File: config.mk
export PLATFORM = sky130hd
export DESIGN_NAME = riscv_fetch_stage
export DESIGN_NICKNAME = d
export VERILOG_FILES = /design/src/rtl/riscv_fetch_stage_pkg.sv /design/src/rtl/riscv_fetch_stage_skid_buffer.sv /design/src/rtl/riscv_fetch_stage.sv
export SDC_FILE = /design/constraint.sdc
export NUM_CORES = 1
export LEC_CHECK = 0
export CAP_MARGIN = 20
export CORE_MARGIN = 5
export CORE_UTILIZATION = 45
export CTS_CLUSTER_DIAMETER = 50
export DETAILED_ROUTE_END_ITERATION = 8
export GPL_ROUTABILITY_DRIVEN = 0
export MAX_ROUTING_LAYER = met4
export PLACE_DENSITY = 0.76
export SYNTH_ARGS = -nofsm -noshare
export SYNTH_HDL_FRONTEND = slang
export SYNTH_SLANG_ARGS = --single-unit
export TNS_END_PERCENT = 5
File: constraint.sdc
create_clock -name clk_i -period 6 [get_ports clk_i]
set_clock_uncertainty 0.15 [all_clocks]
set_input_delay 1.8 -clock clk_i [delete_from_list [all_inputs] [get_ports clk_i]]
set_output_delay 1.8 -clock clk_i [all_outputs]
set_load 0.02 [all_outputs]
File: src/rtl/riscv_fetch_stage_pkg.sv
// Shared definitions for the instruction-fetch front end.
package riscv_fetch_stage_pkg;

  localparam int XLEN = 32;
  localparam logic [1:0] PRIV_MACHINE = 2'b11;

  typedef struct packed {
    logic [XLEN-1:0] pc;
    logic [31:0]     instr;
    logic            fault_fetch;
    logic            fault_page;
  } fetch_resp_t;

endpackage

File: src/rtl/riscv_fetch_stage_skid_buffer.sv
// One-entry holding register for a fetch response that decode could not take.
module riscv_fetch_stage_skid_buffer
  import riscv_fetch_stage_pkg::*;
(
  input  logic        clk_i,
  input  logic        rst_i,
  input  logic        load_i,
  input  logic        clear_i,
  input  fetch_resp_t data_i,
  output logic        valid_o,
  output fetch_resp_t data_o
);

  logic        valid_q;
  fetch_resp_t data_q;

  always_ff @(posedge clk_i or negedge rst_i) begin
    if (!rst_i) begin
      valid_q <= 1'b0;
    end else if (load_i) begin
      valid_q <= 1'b1;
    end else if (clear_i) begin
      valid_q <= 1'b0;
    end
  end

  // Payload is qualified by valid_q, so it carries no reset.
  always_ff @(posedge clk_i) begin
    if (load_i) begin
      data_q <= data_i;
    end
  end

  assign valid_o = valid_q;
  assign data_o  = data_q;

endmodule

File: src/rtl/riscv_fetch_stage.sv
// Fetch front end: word-aligned I-cache reads, one outstanding, stale-response drop, skid to decode.
module riscv_fetch_stage
  import riscv_fetch_stage_pkg::*;
#(
  parameter int SUPPORT_MMU = 1
) (
  input  logic            clk_i,
  input  logic            rst_i,
  input  logic            fetch_accept_i,
  input  logic            icache_accept_i,
  input  logic            icache_valid_i,
  input  logic            icache_error_i,
  input  logic [31:0]     icache_inst_i,
  input  logic            icache_page_fault_i,
  input  logic            fetch_invalidate_i,
  input  logic            branch_request_i,
  input  logic [XLEN-1:0] branch_pc_i,
  input  logic [1:0]      branch_priv_i,
  output logic            fetch_valid_o,
  output logic [XLEN-1:0] fetch_pc_o,
  output logic [31:0]     fetch_instr_o,
  output logic            fetch_fault_fetch_o,
  output logic            fetch_fault_page_o,
  output logic            icache_rd_o,
  output logic            icache_flush_o,
  output logic            icache_invalidate_o,
  output logic [XLEN-1:0] icache_pc_o,
  output logic [1:0]      icache_priv_o,
  output logic            squash_decode_o
);

  localparam logic MMU_EN = (SUPPORT_MMU != 0);

  logic            active_q;
  logic            branch_q;
  logic            outstanding_q;
  logic [XLEN-1:0] pc_f_q;
  logic [XLEN-1:0] branch_pc_q;
  logic [XLEN-1:0] pc_d_q;
  logic [1:0]      priv_f_q;
  logic [1:0]      branch_priv_q;

  logic            fetch_addr_sel;
  logic [XLEN-1:0] fetch_addr;
  logic            busy;
  logic            issue;
  logic            drop;
  logic            resp_live;
  logic            skid_valid_q;
  logic            skid_load;
  logic            skid_clear;
  fetch_resp_t     resp_now;
  fetch_resp_t     skid_q;
  fetch_resp_t     resp_out;

  assign fetch_addr_sel = branch_q;
  assign fetch_addr     = fetch_addr_sel ? branch_pc_q : pc_f_q;
  assign icache_pc_o    = {fetch_addr[XLEN-1:2], 2'b00};
  assign icache_priv_o  = MMU_EN ? (branch_q ? branch_priv_q : priv_f_q) : PRIV_MACHINE;

  assign busy        = outstanding_q & ~icache_valid_i;
  assign icache_rd_o = active_q & fetch_accept_i & ~busy & ~skid_valid_q & ~branch_request_i;
  assign issue       = icache_rd_o & icache_accept_i;

  // A pending or arriving redirect makes any returning response stale.
  assign drop      = branch_request_i | branch_q;
  assign resp_live = icache_valid_i & ~drop;

  assign resp_now = '{pc:          pc_d_q,
                      instr:       icache_inst_i,
                      fault_fetch: icache_error_i,
                      fault_page:  icache_page_fault_i & MMU_EN};

  assign skid_load  = resp_live & ~skid_valid_q & ~fetch_accept_i;
  assign skid_clear = fetch_accept_i | branch_request_i;

  riscv_fetch_stage_skid_buffer u_fetch_skid_buffer (
    .clk_i   (clk_i),
    .rst_i   (rst_i),
    .load_i  (skid_load),
    .clear_i (skid_clear),
    .data_i  (resp_now),
    .valid_o (skid_valid_q),
    .data_o  (skid_q)
  );

  assign resp_out      = skid_valid_q ? skid_q : resp_now;
  assign fetch_valid_o = skid_valid_q | resp_live;

  assign fetch_pc_o          = fetch_valid_o ? resp_out.pc : '0;
  assign fetch_instr_o       = fetch_valid_o ? resp_out.instr : '0;
  assign fetch_fault_fetch_o = fetch_valid_o & resp_out.fault_fetch;
  assign fetch_fault_page_o  = fetch_valid_o & resp_out.fault_page;

  assign icache_flush_o      = fetch_invalidate_i;
  assign icache_invalidate_o = 1'b0;
  assign squash_decode_o     = branch_request_i;

  always_ff @(posedge clk_i or negedge rst_i) begin
    if (!rst_i) begin
      active_q      <= 1'b0;
      branch_q      <= 1'b0;
      outstanding_q <= 1'b0;
      pc_f_q        <= '0;
      branch_pc_q   <= '0;
      pc_d_q        <= '0;
      priv_f_q      <= PRIV_MACHINE;
      branch_priv_q <= PRIV_MACHINE;
    end else begin
      if (issue) begin
        outstanding_q <= 1'b1;
        pc_d_q        <= icache_pc_o;
        pc_f_q        <= icache_pc_o + 32'd4;
        if (branch_q) begin
          branch_q <= 1'b0;
          priv_f_q <= branch_priv_q;
        end
      end else if (icache_valid_i) begin
        outstanding_q <= 1'b0;
      end
      // Issue is blocked during a request, so this never races the clear above.
      if (branch_request_i) begin
        active_q      <= 1'b1;
        branch_q      <= 1'b1;
        branch_pc_q   <= branch_pc_i;
        branch_priv_q <= branch_priv_i;
      end
    end
  end

endmodule

Word-level counts from Yosys, hierarchy flattened
Index checks and enable logic that the tools add are counted.
{"block": "classes", "n_addsub": 1, "mux": 11, "bitwise_logic": 20, "reduce_logical": 3}
{"cell": "32-bit 2-to-1 mux", "n": 3}
{"cell": "66-bit 2-to-1 mux", "n": 1}
{"cell": "32-bit by 3-bit adder with 32-bit output (second input constant)", "n": 1}
{"cell": "1-bit AND", "n": 11}
{"cell": "1-bit 2-to-1 mux", "n": 6}
{"cell": "1-bit NOT", "n": 6}
{"cell": "2-bit nonzero test", "n": 3}
{"cell": "1-bit OR", "n": 3}
{"cell": "2-bit 2-to-1 mux", "n": 1}
{"block": "totals", "regBits": 166, "output_inout_bits": 105}

Logic depth before layout (Yosys ltp)
{"block": "logic_depth", "word_depth": 9, "ltp_mapped": 11}

Cells and area by module
A second synthesis with hierarchy kept.
{"block": "unflattened", "cells_unflattened": 636, "hier_area_um2": 7644.8}
{"module": "riscv_fetch_stage", "n_inst": 1, "cells_each": 567, "area_per_inst_um2": 5626.6, "seq_area_each_um2": 2432.3}
{"module": "riscv_fetch_stage_skid_buffer", "n_inst": 1, "cells_each": 69, "area_per_inst_um2": 2018.2, "seq_area_each_um2": 2006.9}

Worst setup path after synthesis
OpenSTA, ideal clock, no wires.
{"block": "synth_timing", "path_type": "input -> register", "startpoint": "input branch_request_i", "endpoint": "register u_fetch_skid_buffer.data_q, in the netlist u_fetch_skid_buffer.data_o[0], enable pin", "setup_ns": 0.565, "arrival_ns": 6.520, "t_required_ns": 5.285, "setup_slack_ns": -1.235, "cell_stages": 4, "path_buffers": 1, "cell_sequence": "buf_2 -> nor2_1 -> nand2_1 -> nor3_1"}
{"block": "synth_via", "elab_chain_cells": 5}
{"element": "start, declared", "line_no": "riscv_fetch_stage.sv:16", "source": "input logic branch_request_i,"}
{"element": "1-bit OR", "line_no": "riscv_fetch_stage.sv:66", "source": "assign drop = branch_request_i | branch_q;"}
{"element": "1-bit NOT", "line_no": "riscv_fetch_stage.sv:67", "source": "assign resp_live = icache_valid_i & ~drop;"}
{"element": "1-bit AND", "line_no": "riscv_fetch_stage.sv:67"}
{"element": "1-bit AND (2 in a row)", "line_no": "riscv_fetch_stage.sv:74", "source": "assign skid_load = resp_live & ~skid_valid_q & ~fetch_accept_i;"}
{"element": "named net skid_load", "line_no": "riscv_fetch_stage.sv:50", "source": "logic skid_load;"}
{"element": "end signal, assigned", "line_no": "riscv_fetch_stage_skid_buffer.sv:30", "source": "data_q <= data_i;"}
{"element": "end, declared", "line_no": "riscv_fetch_stage_skid_buffer.sv:15", "source": "fetch_resp_t data_q;"}
The timed path passes the listed nets, and every way through them passes these cells.
A chain may end at the register's enable or synchronous reset.

Worst setup path after layout
{"block": "layout_timing", "startpoint": "input icache_valid_i", "endpoint": "output fetch_instr_o[19]"}
{"block": "layout_via", "elab_chain_cells": 3}
{"element": "start, declared", "line_no": "riscv_fetch_stage.sv:11", "source": "input logic icache_valid_i,"}
{"element": "1-bit AND", "line_no": "riscv_fetch_stage.sv:67"}
{"element": "1-bit OR", "line_no": "riscv_fetch_stage.sv:88", "source": "assign fetch_valid_o = skid_valid_q | resp_live;"}
{"element": "32-bit 2-to-1 mux", "line_no": "riscv_fetch_stage.sv:91", "source": "assign fetch_instr_o = fetch_valid_o ? resp_out.instr : '0;"}
{"element": "end, declared", "line_no": "riscv_fetch_stage.sv:21", "source": "output logic [31:0] fetch_instr_o,"}
No other way between the ends.

==> key figures <==
Clock tree
  • CTS H-Tree Depth: 4
  • Root Buffer: clkbuf_16
  • CTS clk-pin slew, worst paths: about 0.060 ns
  • Setup bufs post-CTS: 0
  • TritonCTS buffer count: 17
  • # resized after CTS: 0
  • # hold bufs at CTS: 0
  • Clock Latency Late Sink: around 0.42 ns
  • Clock sink count: 162
  • Clock Tree Buf Depth: 2
  • CTS tree: done

Power and ir drop
  • P_int: approximately 2.3 mW
  • Clock Power Share: 0.353
  • Logic pwr share: 0.187
  • P_leak: 4.07 nW
  • Pwr dens: 314 nW/µm²
  • Switching Fraction: 0.279
  • Register share of total power: 0.460
  • Sw power: about 0.88 mW
  • Worst IR Drop VDD: 244 µV

Hold path
  • WHS Endpoint: active_q$_DFFE_PN0P_
  • Worst hold stages: 1
  • HP Class: flop to flop
  • Hold path startpoint: active_q$_DFFE_PN0P_

STA
  • Max-slew violations: 0
  • Post-Route Setup TNS: 0 ns
  • Worst-margin pin slew: 0.872 ns
  • Tcrit/Tclk final: 0.940
  • Final Hold Fails: 0
  • Unrepaired setup endpoints after global routing: false
  • Minimum clock period: around 5.6 ns
  • Setup-failing EPs final: 0
  • Fmax: ~0.18 GHz
  • Max_slew headroom: 0.418

Floorplanning
  • Rows: 47
  • Io pins: 180
  • Die height: 139 µm
  • Die area: 19400 µm²
  • Core footprint: ~16000 µm²
  • Initial core utilization: 0.457
  • Die W: 139 µm

Global route
  • First-pass GRT wire length: 29900 µm
  • Initial antenna violation count: 0
  • Vias in the first global route: 5522
  • GRT Total Usage: 0.196
  • Total gr overflow: 0
  • Largest net degree at the start of global routing: 70

Finish
  • Nets: 852
  • Layout Cells excl Fill: a little over 1k
  • Synth-to-Final Area Change: 33.1%
  • Most common cell after layout, fill and taps aside: clkdlybuf4s50_1
  • Antenna diodes: 0
  • Layout cells sized above 1: 0.143
  • Most frequent cells in the layout: 168 x clkdlybuf4s50_1, 95 x nand2_1, 92 x dfrtp_1

Synthesis
  • Synth Area per Inst: 12.2 µm²
  • Post-synth top area cell: dfrtp_1
  • Mapped cell area: 7520 µm²
  • Ys Warns: 0
  • #FFs+latches synth: 162
  • Top-area cell type share of the netlist area: 0.313
  • Post-synthesis adder-cell area fraction: 0.00166
  • Asr flop ratio synth: 0.605
  • Sequential share of the synthesized area: 0.582
  • Number of synthesized flops with an enable pin: 64
  • Simple logic cell fraction of the synthesized area: 0.118
  • Compound-Gate Fraction of Synth Area: 0.147
  • Synth Area in XOR/XNOR: 0.0163
  • Synth top area cells: dfrtp_1 31%, edfxtp_1 26%, a22o_1 7.6%
  • Largest family of logic cells by synthesized area: compound AO/OA/AOI/OAI gates
  • Synth cell types: 54
  • Synthesized instance count: 618
  • Top FF cell, synth: dfrtp_1
  • Mux contribution to synthesized area: 0.0931

Critical path
  • FF-to-FF path depth: 8
  • Critical R2R Capture: pc_f_q[30]$_DFFE_PN0P_
  • Worst setup path class: primary input to primary output
  • Worst reg2reg setup slack: 2.45 ns
  • Req. time, crit path: 4.05 ns
  • Worst r2r src: branch_q$_DFFE_PN0P_
  • Crit path launch type: primary input
  • Worst setup EP type: primary output
  • Worst-path fanout max: 30
  • Critical path origin: icache_valid_i
  • WP data arrival: 3.69 ns

Job
  • Max-cap violations: 0

Routing
  • Wirelength per Cell: 18.6 µm
  • Vias per cell: 5.50
  • Initial DRC Count: 364
  • DRC: 0
  • ANT nets after route: 0
  • Detailed Routing Iterations Pass 1: 5
  • WL final: 18700 µm
  • Vias: around 5.5k

Place
  • Placed Cells: approximately 980
  • Port buffer count: 170
  • DPL Wire Length: approximately 13000 µm

Run status
  • Status: completed
==> state kept, by name (all words and copies together) (netlist names) <==
name                         count
active_q                         1
branch_pc_q                     30
branch_priv_q                    2
branch_q                         1
outstanding_q                    1
pc_d_q                          30
pc_f_q                          30
priv_f_q                         2
u_fetch_skid_buffer.data_o      64
u_fetch_skid_buffer.valid_o      1
==> logic make-up (layout without fill, tap and decap cells) <==
group                    Yosys count  count (layout)
AND/OR/NAND/NOR                  171             171
other                              1               5
multiplexers                      64              64
adder cells (fa/ha/maj)            1               1
AO/OA/AOI/OAI                    142             142
buffers and inverters             63             230
flip-flops                       162             162
XOR/XNOR                          14              14
==> routing by layer <==
layer,wire length (µm),global-route usage,share of wire,vias to the layer above
met5,0,-,0,-
met4,378,0.0602,0.020,0
met3,876,0.0425,0.047,30
met2,9010,0.311,0.48,177
met1,8460,0.255,0.45,2751
li1,-,-,-,2590
==> synth_stat cells (all sizes together) (2+ instances only) <==
cell / instances
nand2: 95
dfrtp: 94
a22o: 65
edfxtp: 64
mux2: 48
o21ai: 32
buf: 26
clkbuf: 19
inv: 18
nand3: 17
mux2i: 16
nand4: 11
o31ai: 11
nor2: 9
xnor2: 8
nor3: 7
nand4b: 6
o21a: 6
xor2: 6
a21oi: 5
a22oi: 5
and2: 5
nand2b: 5
a21o: 4
dfstp: 4
nand3b: 4
nor4: 4
a31oi: 3
and3: 3
o31a: 3
a211o: 2
o22ai: 2
==> critical path, cell delays in order <==
cell             delay (ns)
clkdlybuf4s50_1        0.47
nand2_1                0.15
nor2_4                 0.16
buf_4                  0.31
a22o_1                 0.19
clkdlybuf4s50_1        0.60
==> per-stage QoR <==
stage | utilization | total power, mW | instance area (µm²) | setup WS (ns) | hold slack (ns)
floorplan | - | 1.78 | 7540 | 0.731 | 0.277
global placement | 0.570 | 2.02 | 9380 | 0.366 | 0.291
detailed placement | 0.570 | 2.05 | 9380 | 0.344 | 0.303
CTS | 0.607 | 3.17 | 10000 | 0.332 | 0.316
global route | 0.608 | 3.29 | 10000 | 0.273 | 0.344
finish | 0.608 | 3.15 | 10000 | 0.358 | 0.311
==> power groups by stage <==
stage          sequential, mW  clock, mW  combinational [mW]
2_1_floorplan            1.41          0               0.366
3_3_place_gp             1.45          0               0.565
3_5_place_dp             1.47          0               0.583
4_1_cts                  1.45       1.13               0.589
5_1_grt                  1.47       1.18               0.641
6_report                 1.45       1.11               0.588
==> cell type report <==
cell class | instances | area [µm²]
repair buffers | 180 | 1790
inverters | 18 | 67.6
multi-input cells | 397 | 2880
fillers | 1299 | 6450
clock inverters | 10 | 119
well taps | 220 | 275
flip-flops and latches | 162 | 4380
clock buffers | 22 | 497
==> how the worst max path moves through the flow <==
| stage | endpoint | slack, ns | cells past startpoint |
|---|---|---|---|
| floorplan | u_fetch_skid_buffer.data_o[0]$_DFFE_PP_ | 0.73 | 4 |
| global placement | fetch_instr_o[3] | 0.37 | 6 |
| detailed placement | fetch_instr_o[19] | 0.34 | 6 |
| CTS | fetch_instr_o[19] | 0.33 | 6 |
| global route | fetch_instr_o[27] | 0.27 | 6 |
| finish | fetch_instr_o[19] | 0.36 | 6 |
Note: power is estimated with default switching activity, not from simulation.
